$ cat src/rtl/pc_fetch_ctrl.sv
// pc_fetch_ctrl: program-counter register and instruction-fetch controller.
// Drives pc to an external adder and takes pc+4 back on pc_inc. Fetches one
// word per req/ack handshake, keeps a one-entry skid buffer for decode
// backpressure, and handles branch/jump redirects.
// Optional feature macro: PC_MISALIGN_TRAP_EN (misaligned redirect -> TRAP_PC + trap pulse).
module pc_fetch_ctrl #(
  parameter int unsigned         ADDR_W   = 32,
  parameter logic [ADDR_W-1:0]   RESET_PC = '0,
  parameter logic [ADDR_W-1:0]   TRAP_PC  = 'h100
) (
  input  logic              clk,
  input  logic              rst_n,
  output logic [ADDR_W-1:0] pc,
  input  logic [ADDR_W-1:0] pc_inc,
  input  logic              stall,
  input  logic              redirect,
  input  logic [ADDR_W-1:0] redirect_pc,
  output logic              imem_req,
  output logic [ADDR_W-1:0] imem_addr,
  input  logic              imem_ack,
  input  logic [31:0]       imem_rdata,
  output logic [31:0]       instr,
  output logic [ADDR_W-1:0] instr_pc,
  output logic              instr_valid,
  output logic              trap
);

  typedef enum logic [1:0] {
    IDLE = 2'd0,
    REQ  = 2'd1,
    HOLD = 2'd2,
    KILL = 2'd3
  } state_t;

  state_t              state, state_d;
  logic [ADDR_W-1:0]   pc_d, addr_d, ipc_d, skid_pc, skid_pc_d, tgt;
  logic [31:0]         instr_d, skid_data, skid_data_d;
  logic                valid_d, trap_d, misaligned, slot_free;

  assign slot_free = !instr_valid || !stall;

  // Redirect target selection
  always_comb begin
    misaligned = 1'b0;
`ifdef PC_MISALIGN_TRAP_EN
    misaligned = (redirect_pc[1:0] != 2'b00);
    tgt        = misaligned ? TRAP_PC : redirect_pc;
`else
    tgt        = {redirect_pc[ADDR_W-1:2], 2'b00};
`endif
  end

  // Next-state and datapath next values; redirect takes priority over everything
  always_comb begin
    state_d     = state;
    pc_d        = pc;
    addr_d      = imem_addr;
    instr_d     = instr;
    ipc_d       = instr_pc;
    valid_d     = instr_valid && stall;   // drops when decode takes the word
    skid_data_d = skid_data;
    skid_pc_d   = skid_pc;
    trap_d      = 1'b0;
    imem_req    = (state == REQ) || (state == KILL);

    if (redirect) begin
      pc_d    = tgt;
      valid_d = 1'b0;
      trap_d  = misaligned;
      unique case (state)
        REQ: begin
          if (imem_ack) addr_d  = tgt;
          else          state_d = KILL;
        end
        // An unacknowledged request in KILL must stay on the bus; pc already
        // holds the new target and is picked up when the ack arrives.
        KILL: begin
          if (imem_ack) begin
            addr_d  = tgt;
            state_d = REQ;
          end
        end
        default: begin
          addr_d  = tgt;
          state_d = REQ;
        end
      endcase
    end else begin
      unique case (state)
        IDLE: begin
          addr_d  = pc;
          state_d = REQ;
        end
        REQ: begin
          if (imem_ack) begin
            pc_d = pc_inc;
            if (slot_free) begin
              instr_d = imem_rdata;
              ipc_d   = imem_addr;
              valid_d = 1'b1;
              addr_d  = pc_inc;
            end else begin
              skid_data_d = imem_rdata;
              skid_pc_d   = imem_addr;
              state_d     = HOLD;
            end
          end
        end
        HOLD: begin
          if (slot_free) begin
            instr_d = skid_data;
            ipc_d   = skid_pc;
            valid_d = 1'b1;
            addr_d  = pc;
            state_d = REQ;
          end
        end
        KILL: begin
          if (imem_ack) begin
            addr_d  = pc;
            state_d = REQ;
          end
        end
        default: state_d = IDLE;
      endcase
    end
  end

  // State and datapath registers
  always_ff @(posedge clk or negedge rst_n) begin
    if (!rst_n) begin
      state       <= IDLE;
      pc          <= RESET_PC;
      imem_addr   <= '0;
      instr       <= '0;
      instr_pc    <= '0;
      instr_valid <= 1'b0;
      trap        <= 1'b0;
      skid_data   <= '0;
      skid_pc     <= '0;
    end else begin
      state       <= state_d;
      pc          <= pc_d;
      imem_addr   <= addr_d;
      instr       <= instr_d;
      instr_pc    <= ipc_d;
      instr_valid <= valid_d;
      trap        <= trap_d;
      skid_data   <= skid_data_d;
      skid_pc     <= skid_pc_d;
    end
  end

endmodule

$ cat config.mk
export PLATFORM = sky130hd
export DESIGN_NAME = pc_fetch_ctrl
export DESIGN_NICKNAME = d
export VERILOG_FILES = /design/src/rtl/pc_fetch_ctrl.sv
export SDC_FILE = /design/constraint.sdc
export NUM_CORES = 1
export LEC_CHECK = 0
export ABC_AREA = 1
export CAP_MARGIN = 20
export CORE_MARGIN = 1.5
export CORE_UTILIZATION = 50
export DETAILED_ROUTE_END_ITERATION = 10
export MAX_ROUTING_LAYER = met4
export PLACE_DENSITY = 0.82
export SLEW_MARGIN = 20
export SYNTH_ARGS = -nofsm -noshare
export SYNTH_HDL_FRONTEND = slang
export SYNTH_SLANG_ARGS = --single-unit
$ cat constraint.sdc
create_clock -name clk -period 2.02 [get_ports clk]
set_input_delay 0.404 -clock clk [delete_from_list [all_inputs] [get_ports clk]]
set_output_delay 0.404 -clock clk [all_outputs]
set_load 0.1 [all_outputs]
==> reports/metrics.yaml <==
setup_path:
  startpoint_type: "flip-flop"
  cp.arrival_ns: 1.53
  crit_end: "imem_req"
  cp.required_ns: 1.62
  slowest_stage: "dfrtp_2"
  rr_startpoint: "state[1]"
  r2r_end: "pc[10]"
  rrSetupSlack_ns: 0.21
  criticalPathCategory: "flip-flop to primary output"
  r2r_cells: 8
  worst_path_largest_cell_delay_ns: 0.44
  cp_cell_sequence: "inv_2, ha_4, inv_1, nand2_1, buf_12"
  critPathMaxFanout: 7
  endpoint_kind: "primary output"
  crit_start: "state[1]"
clock_tree:
  cts_buffers: 17
  clkTransAtPathRegs_ns: 0.07
  clk_latency_ns: 0.43
  cts_root_buffer: "clkbuf_16"
  clock-sinks: 195
  h-tree-depth: 4
  cts_tree: "built"
  cts_buffer_depth: 2
die:
  pin_count: 232
  chipHeight_um: 141.8
  fp.coreArea_um2: 18830
  start_util: 0.5119
  dieArea_um2: 20120
  chipWidth_um: 141.8
  row_count: 50
finish:
  drive_gt1_frac: 0.1700
  finalNetCount: 1528
  n_antenna_cell: 0
  area_growth_pct: 29.23
  layout_commonest_cell: "nand2_1"
  fin_area_um2: 12460
  layout_common_cells: "nand2_1, dfrtp_1, buf_4, inv_1, nand3_1"
  fillers: 1569
yosys:
  synthesis.nets: 1331
  seq_area_frac_synth: 0.5062
  yosys.area.top_type: "dfrtp_1"
  synthCells: 1226
  synth_top_area_frac: 0.5062
  syn_area_um2: 9639
  syn_area_per_cell_um2: 7.862
  ys_types: 23
  ys_top_cells_by_area: "dfrtp_1, nand2_1, nand3_1"
  ys_ff_latch: 195
  synth_warnings: 0
placed_design:
  dpl_cell_area_um2: 11820
  port_buffers: 228
  dpl.hpwl_um: 16500
  finalWeightedCongestion: 0.8576
route:
  antenna_left: 0
  drt_first_pass_iters: 7
  viasPerCell: 5.025
  via_count: 8517
  routed_wl_um: 24080
  wl_per_cell_um: 14.20
  drc_errors: 0
  drt_iter0_drc: 634
global_routing:
  grt_max_degree: 99
  grt_usage: 0.2552
  grt_pass1_vias: 8106
  grt.overflow.total: 0
  grt_antenna_before_repair: 0
  grt_pass1_wl_um: 39920
run:
  cap_violations: 0
sta:
  setup_violations: 0
  finalHoldViolCount: 0
  rsz0062_at_grt: "false"
  layout_min_cycle_time_ns: 1.937
  tns_ns: 0
  skew_ns: 0.009331
  fmax_ghz: 0.5162
  final.period_utilization: 0.9591
  finalMaxSlewViolations: 0
run_status:
  outcome: "complete, no violations"
worst_hold_path:
  holdCritPathClass: "input port to asynchronous set/reset pin"
[critical path: cells and delay by family, from the launching register on]
family / cells / cell delay [ns]
buf+inv: 3 / 0.35
fa+ha+maj: 1 / 0.19
flops: 1 / 0.44
simple gates: 1 / 0.12
[registers in the layout (all words and copies together) (netlist names)]
register / flops
pc: 32
skid_pc: 32
imem_addr: 32
instr_valid: 1
instr_pc: 32
instr: 32
state: 2
skid_data: 32
[worst min-delay path by stage]
stage,endpoint,depth (start not counted),start
6_report,skid_pc[2],2,rst_n
4_1_cts,instr_pc[10],2,rst_n
3_5_place_dp,instr_pc[7],1,rst_n
2_1_floorplan,imem_addr[0],0,rst_n
3_3_place_gp,skid_pc[2],1,rst_n
5_1_grt,instr_valid,4,redirect
[synth_stat cells]
master / count
a21oi_1: 1
a21oi_2: 1
buf_2: 41
buf_4: 4
buf_6: 21
clkbuf_1: 12
conb_1: 1
dfrtp_1: 195
ha_1: 4
inv_1: 137
inv_2: 2
inv_4: 1
nand2_1: 495
nand2_2: 3
nand3_1: 131
nand4_1: 1
nor2_1: 4
nor2_2: 1
nor2_4: 1
o211ai_1: 27
o21ai_0: 77
o21ai_1: 24
o21ai_2: 42
[per-layer routing]
metal | routed length, um | vias up | track usage
met5 | 0 | - | -
met4 | 442 | 0 | 0.07488
met3 | 1389 | 34 | 0.04185
met2 | 11360 | 309 | 0.3987
met1 | 10890 | 3934 | 0.3451
li1 | - | 4240 | -
[stage by stage]
| step | utilization | setup slack, ns | instances | hold WS [ns] |
|---|---|---|---|---|
| after global routing | 0.6615 | 0.02236 | 1695 | 0.4533 |
| after global placement | 0.6276 | 0.1397 | 1662 | 0.3176 |
| after detailed placement | 0.6276 | 0.08194 | 1662 | 0.3210 |
| after floorplan | - | 0.1146 | 1226 | 0.1084 |
| after CTS | 0.6609 | 0.04384 | 1694 | 0.4272 |
| final | 0.6615 | 0.08264 | 1695 | 0.4418 |
[kinds of logic (layout without fill, tap and decap cells)]
group / count (synthesis) / after routing / share of synthesized area
compound gates: 172 / 172 / 0.1131
fa+ha+maj: 4 / 4 / 0.005192
buf+inv: 218 / 427 / 0.1084
flops: 195 / 195 / 0.5062
other cells: 1 / 1 / 0.0003890
simple gates: 636 / 636 / 0.2667
[timing repair]
item | 4_1_cts | 5_1_grt
buffers inserted | 0 | 1
endpoints found under the setup margin | 1 | 3
endpoints found under the hold margin | 25 | 0
hold buffers | 1 | 0
resized for setup | 4 | 2
[area by class of cell]
cell class | instances | area [um^2] | share of cell area
Sequential cell | 195 | 4882 | 0.3919
Tap cell | 260 | 325.3 | 0.02612
Clock inverter | 8 | 125.1 | 0.01004
Clock buffer | 23 | 478.0 | 0.03837
Inverter | 140 | 528.0 | 0.04239
Multi-Input combinational cell | 813 | 3762 | 0.3020
Timing Repair Buffer | 256 | 2356 | 0.1891
Power is not shown: default switching activity piles up to over one toggle a cycle in this logic, so the estimate is an artifact.
